<file path="src/rtl/store_merge_ctrl.sv">
// Sub-word store controller: a read-modify-write merges byte/half stores into a
// memory word; aligned word stores go straight to the write cycle.
module store_merge_ctrl #(
  parameter int DATA_W = 32,
  parameter int ADDR_W = 32,
  parameter int RD_LAT = 1
) (
  input  logic              clk,
  input  logic              rst_n,
  input  logic              req_valid,
  output logic              req_ready,
  input  logic [ADDR_W-1:0] req_addr,
  input  logic [DATA_W-1:0] req_data,
  input  logic [1:0]        req_size,
  output logic [ADDR_W-1:0] mem_addr,
  output logic              mem_rd,
  input  logic [DATA_W-1:0] mem_rdata,
  output logic              mem_wr,
  output logic [DATA_W-1:0] mem_wdata,
  output logic              done,
  output logic              err
);
  localparam int OFF_W = $clog2(DATA_W/8);
  localparam logic [2:0] CNT_LAST = 3'(RD_LAT-1);
  localparam logic [DATA_W-1:0] BMASK = DATA_W'(8'hFF);
  localparam logic [DATA_W-1:0] HMASK = DATA_W'(16'hFFFF);

  typedef enum logic [1:0] {IDLE, READ, WAIT, WRITE} state_t;
  state_t state, nxt;

  logic [OFF_W-1:0]  off_in, off_q;
  logic              bad, accept, half_q;
  logic [2:0]        cnt;
  logic [DATA_W-1:0] data_q, mask, merged;
  logic [OFF_W+2:0]  shamt;

  assign off_in = req_addr[OFF_W-1:0];

  always_comb begin
    bad = 1'b0;
    case (req_size)
      2'b00:   bad = (off_in != '0);
      2'b01:   bad = off_in[0];
      2'b10:   bad = 1'b0;
      default: bad = 1'b1;
    endcase
  end

  // err is a pulse taken while still in IDLE; hold off acceptance during it
  assign req_ready = (state == IDLE) && !err;
  assign accept    = req_valid && req_ready;
  assign mem_rd    = (state == READ);
  assign mem_wr    = (state == WRITE);
  assign done      = (state == WRITE);

  assign shamt  = {off_q, 3'b000};
  assign mask   = (half_q ? HMASK : BMASK) << shamt;
  assign merged = (mem_rdata & ~mask) | ((data_q << shamt) & mask);

  always_ff @(posedge clk or negedge rst_n) begin
    if (!rst_n) state <= IDLE;
    else        state <= nxt;
  end

  always_comb begin
    nxt = state;
    case (state)
      IDLE:  if (accept && !bad) nxt = (req_size == 2'b00) ? WRITE : READ;
      READ:  nxt = WAIT;
      WAIT:  if (cnt == CNT_LAST) nxt = WRITE;
      WRITE: nxt = IDLE;
      default: nxt = IDLE;
    endcase
  end

  always_ff @(posedge clk or negedge rst_n) begin
    if (!rst_n) begin
      err       <= 1'b0;
      mem_addr  <= '0;
      mem_wdata <= '0;
      off_q     <= '0;
      half_q    <= 1'b0;
      data_q    <= '0;
      cnt       <= '0;
    end else begin
      err <= accept && bad;
      if (accept && !bad) begin
        mem_addr <= {req_addr[ADDR_W-1:OFF_W], {OFF_W{1'b0}}};
        off_q    <= off_in;
        half_q   <= (req_size == 2'b01);
        data_q   <= req_data;
        if (req_size == 2'b00) mem_wdata <= req_data;
      end
      if (state == READ)      cnt <= '0;
      else if (state == WAIT) cnt <= cnt + 3'd1;
      // read data is only looked at in the last WAIT cycle
      if (state == WAIT && cnt == CNT_LAST) mem_wdata <= merged;
    end
  end
endmodule

</file>
<file path="config.mk">
export PLATFORM = sky130hd
export DESIGN_NAME = store_merge_ctrl
export DESIGN_NICKNAME = d
export VERILOG_FILES = /design/src/rtl/store_merge_ctrl.sv
export SDC_FILE = /design/constraint.sdc
export NUM_CORES = 1
export LEC_CHECK = 0
export CORE_ASPECT_RATIO = 1.5
export CORE_UTILIZATION = 37
export CTS_BUF_LIST = sky130_fd_sc_hd__clkbuf_8
export DETAILED_ROUTE_END_ITERATION = 6
export GPL_TIMING_DRIVEN = 0
export PLACE_DENSITY = 0.66
export SYNTH_ARGS = -nofsm -noshare
export SYNTH_HDL_FRONTEND = slang
export SYNTH_SLANG_ARGS = --single-unit
</file>
<file path="constraint.sdc">
create_clock -name clk -period 3.1 [get_ports clk]
set_clock_uncertainty 0.15 [all_clocks]
set_input_delay 0.93 -clock clk [delete_from_list [all_inputs] [get_ports clk]]
set_output_delay 0.93 -clock clk [all_outputs]
set_load 0.02 [all_outputs]
</file>
# [Word-level counts from Yosys, hierarchy flattened]
# Index checks and enable logic that the tools add are counted.
# Widths: inputs -> output; s select.
[totals] regBits=103 latchBits=0 mem_bits_rw=0 romBits=0 in_bits=101 out_inout_bits=69 elab_cells=49 memories=0
[op_classes] add_sub_neg=1 mul=0 div=0 order_cmp=0 n_eq_ne=7 n_shift=2 mux=11 bitwise=4 n_reduce_logical=16
[op_table] cell="$mux 32" count=3
[op_table] cell="$and 32x32->32" count=2
[op_table] cell="$not 32->32" count=1
[op_table] cell="$or 32x32->32" count=1
[op_table] cell="$shl 16x5->32" count=1
[op_table] cell="$shl 32x5->32" count=1
[op_table] cell="$mux 16" count=1
[op_table] cell="$pmux 2 s4" count=1
[op_table] cell="$reduce_bool 2->1" count=4
[op_table] cell="$eq 2x2->1 const B" count=3
[op_table] cell="$mux 2" count=3
[op_table] cell="$mux 3" count=2
[op_table] cell="$logic_and 1x1->1" count=5
[op_table] cell="$eq 2x1->1 const B" count=2
[op_table] cell="$logic_not 2->1" count=2
[op_table] cell="$reduce_and 2->1" count=2
[op_table] cell="$add 3x1->3 const B" count=1
[op_table] cell="$logic_not 3->1" count=1
[op_table] cell="$pmux 1 s3" count=1
[op_table] cell="$logic_not 1->1" count=2
[op_table] cell="$ne 2x1->1 const B" count=1
[op_table] cell="$ne 2x2->1 const B" count=1

# [Logic depth before layout (Yosys ltp)]
# Gate-level depths: netlist (run 1).
[depth] depth_word=6 mapped_depth=8 mapped_depth_nobuf=6

# [Least setup slack after synthesis (run 1)]
# No wires, ideal clock.
[synth_path] path_kind="input -> register" from="in req_addr[1]" to="reg data_q[0]" setup_ps=127 arrival_ps=1991 t_required_ps=2823 slack_ps=831 cell_stages=5 path_buffers=1 cell_sequence="nor2b_1 o31a_1 nor2_8 buf_6 mux2_1"
[synth_via] elab_chain_cells=4
[synth_lines] item="start, declared" line="12" text="input logic [ADDR_W-1:0] req_addr,"
[synth_lines] item="$reduce_bool 2->1" line="42" text="2'b00: bad = (off_in != '0);"
[synth_lines] item="$pmux 1 s3" line="41" text="case (req_size)"
[synth_lines] item="$logic_not 1->1" line="87" text="if (accept && !bad) begin"
[synth_lines] item="$logic_and 1x1->1" line="87"
[synth_lines] item="end signal, assigned" line="91" text="data_q <= req_data;"
[synth_lines] item="end, declared" line="34" text="logic [DATA_W-1:0] data_q, mask, merged;"
# No other way between the ends.
# A chain may end at the register's enable or synchronous reset.

# [Final worst setup path (run 1)]
[layout_path] from="reg state[1]" to="out mem_rd"
[layout_via] elab_chain_cells=1
[layout_lines] item="start, declared" line="29" text="state_t state, nxt;"
[layout_lines] item="start signal, assigned" line="62" text="else state <= nxt;"
[layout_lines] item="$eq 2x1->1" line="52" text="assign mem_rd = (state == READ);"
[layout_lines] item="end, declared" line="16" text="output logic mem_rd,"
# No other way between the ends.

==> flow_summary.json, run 1 <==
{
  "dr.pass1.iters": 4,
  "clkTransAtPathRegs_ns": 0.10,
  "hold_viol_final": 0,
  "ys.flop_type": "dfrtp_1",
  "synth_cells": 386,
  "grt_max_degree": 70,
  "synth_enable_flop_cells": 0,
  "final_cell_area_mm2": 0.00659,
  "timing.fmax_mhz": 352,
  "nets": 674,
  "wl_mm": 13.8,
  "synth_top_area_cell": "dfrtp_1",
  "setup.worst_path.start": "state[1]",
  "synthTopCellsByCount": "dfrtp_1 (87), mux2_1 (48), mux2i_1 (42), nand2_1 (21), nand3_1 (20)",
  "worstSetupStartpointType": "flop",
  "layout-drive-gt1-share_pct": 7.72,
  "min_period_ns": 2.84,
  "synth_top_area_share_pct": 48.6,
  "hp-class": "in -> async",
  "antenna_found_initial": 0,
  "avgSynthCellArea_um2": 11.6,
  "irDropWorstVdd_uv": 529,
  "grt_pass1_wl_mm": 21.3,
  "route.detailed.drc": 0,
  "dp_hpwl_mm": 10.6,
  "pwr-share-comb_pct": 52.7,
  "synth_seq_area_share_pct": 48.6,
  "dp_slack_ns": -0.104,
  "area_delta_synth_final_pct": 46.9,
  "final_core_util_pct": 56.5,
  "period_share_pct": 91.6,
  "synth.area.top_cells": "dfrtp_1 (49%), mux2_1 (12%), mux2i_1 (9.4%), o221ai_1 (3.1%), o22a_1 (3.1%)",
  "vias_per_cell": 5.33,
  "crit_required_ns": 2.02,
  "ant_nets": 0,
  "netlist-cell-type-count": 34,
  "fin_ws_ns": 0.260,
  "postCtsResizedCells": 1,
  "die_x_um": 91.9,
  "cts.path.max_buffers": 2,
  "status": "complete, no violations",
  "internal-power_mw": 3.77,
  "max_cap_violations": 0,
  "clk_latency_ns": 0.36,
  "die_area_mm2": 0.0126,
  "p_leak_nw": 2.86,
  "slew_viol_final": 0,
  "cts_made_buffers": 9,
  "cts_root_buffer": "clkbuf_8",
  "gr-usage-met1_pct": 24.2,
  "power_switching_mw": 2.57,
  "grt_most_used_layer": "met2",
  "p_per_area_mw_per_mm2": 962,
  "core_mm2": 0.0117,
  "r2r_start": "state[1]",
  "cp-end-kind": "primary output",
  "final_cells": 720,
  "port_buffers": 167,
  "std_cell_rows": 48,
  "yosysWarnings": 0,
  "chipHeight_um": 137,
  "cts_max_level": 3,
  "synthesis.area_mm2": 0.00448,
  "ys_seq_elements": 87,
  "seqPwrFrac_pct": 33.3,
  "cts.sinks": 87,
  "slew_headroom_pct": 53.8,
  "grt_usage_pct": 22.5,
  "cts_tree": "done",
  "postCtsSetupBuffers": 0,
  "io_pins": 170,
  "hold_buffers": 0,
  "setup_tns_ns": 0,
  "met2_usage_pct": 41.3,
  "initial_core_util_pct": 38.5,
  "grt_pass1_vias": 4103,
  "rsz0062_at_grt": "false",
  "hold_slack_ns": 0.287,
  "via_count": 3840,
  "gp_congestion": 0.868,
  "worst_pin_slew_ns": 0.693,
  "clockPowerShare_pct": 14.1,
  "post_drt_wl_per_cell_um": 19.1,
  "finalSetupViolations": 0,
  "place_inst": 705,
  "cp_max_fo": 4,
  "sw_frac_of_total_pct": 40.5,
  "async_flop_share_pct": 100,
  "power.total_mw": 6.34,
  "drtIter0Drc": 179,
  "cp.arrival_ns": 1.76,
  "grt_overflow": 0,
  "place_area_mm2": 0.00637,
  "num_antenna_cells": 0,
  "synth_most_common_cell": "dfrtp_1",
  "critPathKind": "reg -> out",
  "use_met3_pct": 4.94
}
==> worst paths after layout <==
path / depth (start not counted) / slack, ns / endpoint
worst max-delay path: 3 / 0.26 / mem_rd
worst min-delay path: 1 / 0.29 / mem_wdata[12]
worst max register to register: 7 / 0.83 / mem_wdata[1]
worst min register to register: 1 / 0.34 / mem_addr[27]
max in group asynchronous: 2 / 1.88 / data_q[8]
min in group clk: 1 / 0.34 / mem_addr[27]
==> placed cells by master, fill, tap and decap left out, drive strengths merged, types with 3 or more instances in the layout <==
cell,instances
clkbuf,23
inv,9
mux2i,42
o22a,16
buf,20
dfrtp,87
a21oi,8
mux2,56
nand2b,11
o22ai,9
nor2b,3
clkdlybuf4s50,165
nand2,21
o21ai,13
ha,7
o211ai,8
nor2,12
a31oi,8
nand3,20
o221ai,16
==> registers in the layout, indices dropped and copies added (netlist names) <==
signal,flops
mem_wdata,32
off_q,2
mem_addr,30
half_q,1
cnt,3
err,1
state,2
data_q,16
==> routing by layer <==
layer | wire (um) | vias to the layer above | share of wire [%]
met2 | 7310 | 153 | 53
met3 | 798 | 29 | 5.8
met4 | 471 | 0 | 3.4
met1 | 5200 | 1872 | 38
li1 | - | 1786 | -
met5 | 0 | - | 0
==> worst max-delay path: stages, from the launching register on <==
cell             delay (ns)
dfrtp_1                0.41
inv_1                  0.12
ha_1                   0.24
clkdlybuf4s50_1        0.64
==> layout make-up <==
| type | instances | area, um^2 |
|---|---|---|
| Buffer | 32 | 183 |
| Fill cell | 1027 | 5070 |
| Clock buffer | 9 | 124 |
| Sequential cell | 87 | 2180 |
| Multi-Input combinational cell | 261 | 2100 |
| Timing Repair Buffer | 168 | 1700 |
| Inverter | 7 | 26.3 |
| Tap cell | 150 | 188 |
| Clock inverter | 6 | 92.6 |
==> cells by family after synthesis <==
family | synth area share [%]
multiplexers | 23.5
flip-flops | 48.6
AO/OA/AOI/OAI | 13.1
AND/OR/NAND/NOR | 8.18
buffers and inverters | 4.66
adder cells (fa/ha/maj) | 1.95
other | 0.0837
==> power by group through the flow <==
stage	combinational, mW	sequential, mW	clock, mW
floorplan	1.46	2.49	0
global placement	3.29	2.11	0
detailed placement	3.35	2.13	0
CTS	3.36	2.11	0.913
global route	3.59	2.18	0.948
finish	3.34	2.11	0.891
Note: power is estimated with default switching activity, not from simulation.
==> inputs of run 2 (changes only) <==
MAX_ROUTING_LAYER = met4   (was not set)
==> run 2 against run 1 <==
  * Sequential cell count unchanged
  * Final cell count unchanged
  * Core utilization unchanged
  * Critical endpoint unchanged
  * Clock power increased by 0.8%
  * Combinational power about the same
  * Via count about the same
  * Worst setup slack got worse by 0.0063 ns
  * Worst hold slack got worse by 0.0049 ns
  * Register-to-register slack got worse by 0.02 ns
==> flow_summary.json, run 2 (synthesized netlist as in run 1, its figures left out) <==
{
  "grt_pass1_vias": 4108,
  "slew_viol_final": 0,
  "cp_cell_sequence": "inv_1, ha_1, clkdlybuf4s50_1",
  "period_share_pct": 91.8,
  "crit_required_ns": 2.02,
  "drtIter0Drc": 192,
  "p_leak_nw": 2.86,
  "io_pins": 170,
  "initial_core_util_pct": 38.5,
  "slew_headroom_pct": 53.1,
  "min_period_ns": 2.85,
  "layout-drive-gt1-share_pct": 7.72,
  "hp-class": "in -> async",
  "cts.sinks": 87,
  "final_common_cell": "clkdlybuf4s50_1",
  "hold_viol_final": 0,
  "antenna_found_initial": 0,
  "nets": 674,
  "num_antenna_cells": 0,
  "grt_max_degree": 70,
  "die_x_um": 91.9,
  "cts_max_level": 3,
  "crit_slowest_cell": "clkdlybuf4s50_1",
  "finalSetupViolations": 0,
  "rsz0062_at_grt": "false",
  "area_delta_synth_final_pct": 46.9,
  "cts.path.max_buffers": 2,
  "cts_tree": "done",
  "worstSetupStartpointType": "flop",
  "cp.arrival_ns": 1.77,
  "p_per_area_mw_per_mm2": 964,
  "hold_buffers": 0,
  "via_count": 3841,
  "largest_register_ffs": 32,
  "grt_pass1_wl_mm": 21.3,
  "ant_nets": 0,
  "clkTransAtPathRegs_ns": 0.10,
  "max_stage_delay_ns": 0.64,
  "gp_congestion": 0.882,
  "grt_usage_pct": 23.1,
  "grt_overflow": 0,
  "cp_max_fo": 4,
  "wl_mm": 13.8,
  "std_cell_rows": 48,
  "clk_latency_ns": 0.37,
  "cp-end-kind": "primary output",
  "chipHeight_um": 137,
  "hold_slack_ns": 0.282,
  "dp_hpwl_mm": 10.6,
  "most-common-layout-cells": "clkdlybuf4s50_1 (165), dfrtp_1 (87), mux2_1 (48), mux2i_1 (42), nand2_1 (21)",
  "post_drt_wl_per_cell_um": 19.2,
  "vias_per_cell": 5.33,
  "port_buffers": 167,
  "postCtsSetupBuffers": 0,
  "place_area_mm2": 0.00637,
  "route.detailed.drc": 0,
  "critPathKind": "reg -> out",
  "timing.fmax_mhz": 351,
  "final_cell_area_mm2": 0.00659,
  "die_area_mm2": 0.0126,
  "dr.pass1.iters": 4,
  "irDropWorstVdd_uv": 528,
  "worst_pin_slew_ns": 0.703,
  "max_cap_violations": 0,
  "largest_registers": "mem_wdata x32, mem_addr x30, data_q x16",
  "core_mm2": 0.0117,
  "cts_root_buffer": "clkbuf_8",
  "power.total_mw": 6.35,
  "regMostFlops": "mem_wdata",
  "status": "complete, no violations",
  "cts_made_buffers": 9
}
## run 2: cell counts in the layout (fill, tap and decap cells not counted)
No cell type changed its count.
## run 2: layout make-up
| type | count | area (um^2) |
|---|---|---|
| plain buffers | 32 | 183 |
| clock buffers | 9 | 124 |
| clock inverters | 6 | 92.6 |
| fillers | 1027 | 5070 |
| inverters | 7 | 26.3 |
| multi-input cells | 261 | 2100 |
| flip-flops and latches | 87 | 2180 |
| well taps | 150 | 188 |
| repair buffers | 168 | 1700 |
## run 2: critical path, delay by kind of cell (launching register included)
kind       cells  cell delay (ns)
flops          1             0.41
buf+inv        2             0.76
fa+ha+maj      1             0.24
## run 2: per-stage QoR
| step | TNS (ns) | cells | util (%) | setup WS [ns] |
|---|---|---|---|---|
| floorplan | 0 | 387 | - | 0.831 |
| global placement | -201.16 | 704 | 54.5 | -2.29 |
| detailed placement | -1.62 | 705 | 54.7 | -0.104 |
| CTS | 0 | 720 | 56.5 | 0.231 |
| global route | 0 | 720 | 56.5 | 0.160 |
| finish | 0 | 720 | 56.5 | 0.253 |
## run 2: per-layer routing
metal / vias to the layer above / part of all wire, % / global-route usage, %
li1: 1778 / - / -
met1: 1877 / 38 / 24.8
met2: 154 / 53 / 41.3
met4: 0 / 3.5 / 11.2
met5: - / 0 / -
met3: 32 / 5.5 / 3.89
## run 2: final timing paths
check,startpoint,end,slack [ns],cells past startpoint
setup / recovery,state[1],mem_rd,0.25,3
hold / removal,rst_n,mem_wdata[12],0.28,1
setup reg to reg,state[1],mem_wdata[30],0.81,7
hold reg to reg,mem_addr[27],mem_addr[27],0.34,1
max in group asynchronous,rst_n,data_q[1],1.89,2
min in group clk,mem_addr[27],mem_addr[27],0.34,1
## run 2: where the power goes
| part | total [mW] | internal (mW) | switching, mW |
|---|---|---|---|
| Combinational | 3.34 | 1.62 | 1.72 |
| Sequential | 2.11 | 1.69 | 0.417 |
| Clock | 0.898 | 0.455 | 0.442 |
## run 2: repair_timing
item,CTS,global route
endpoints found under the setup margin,1,0
gates resized for setup,1,0
hold endpoints to repair,0,0
==> inputs of run 3 (changes only) <==
SKIP_LAST_GASP = 1   (was not set)
==> results of run 3 <==
Final layout, timing and power as in run 2 (identical DEF).
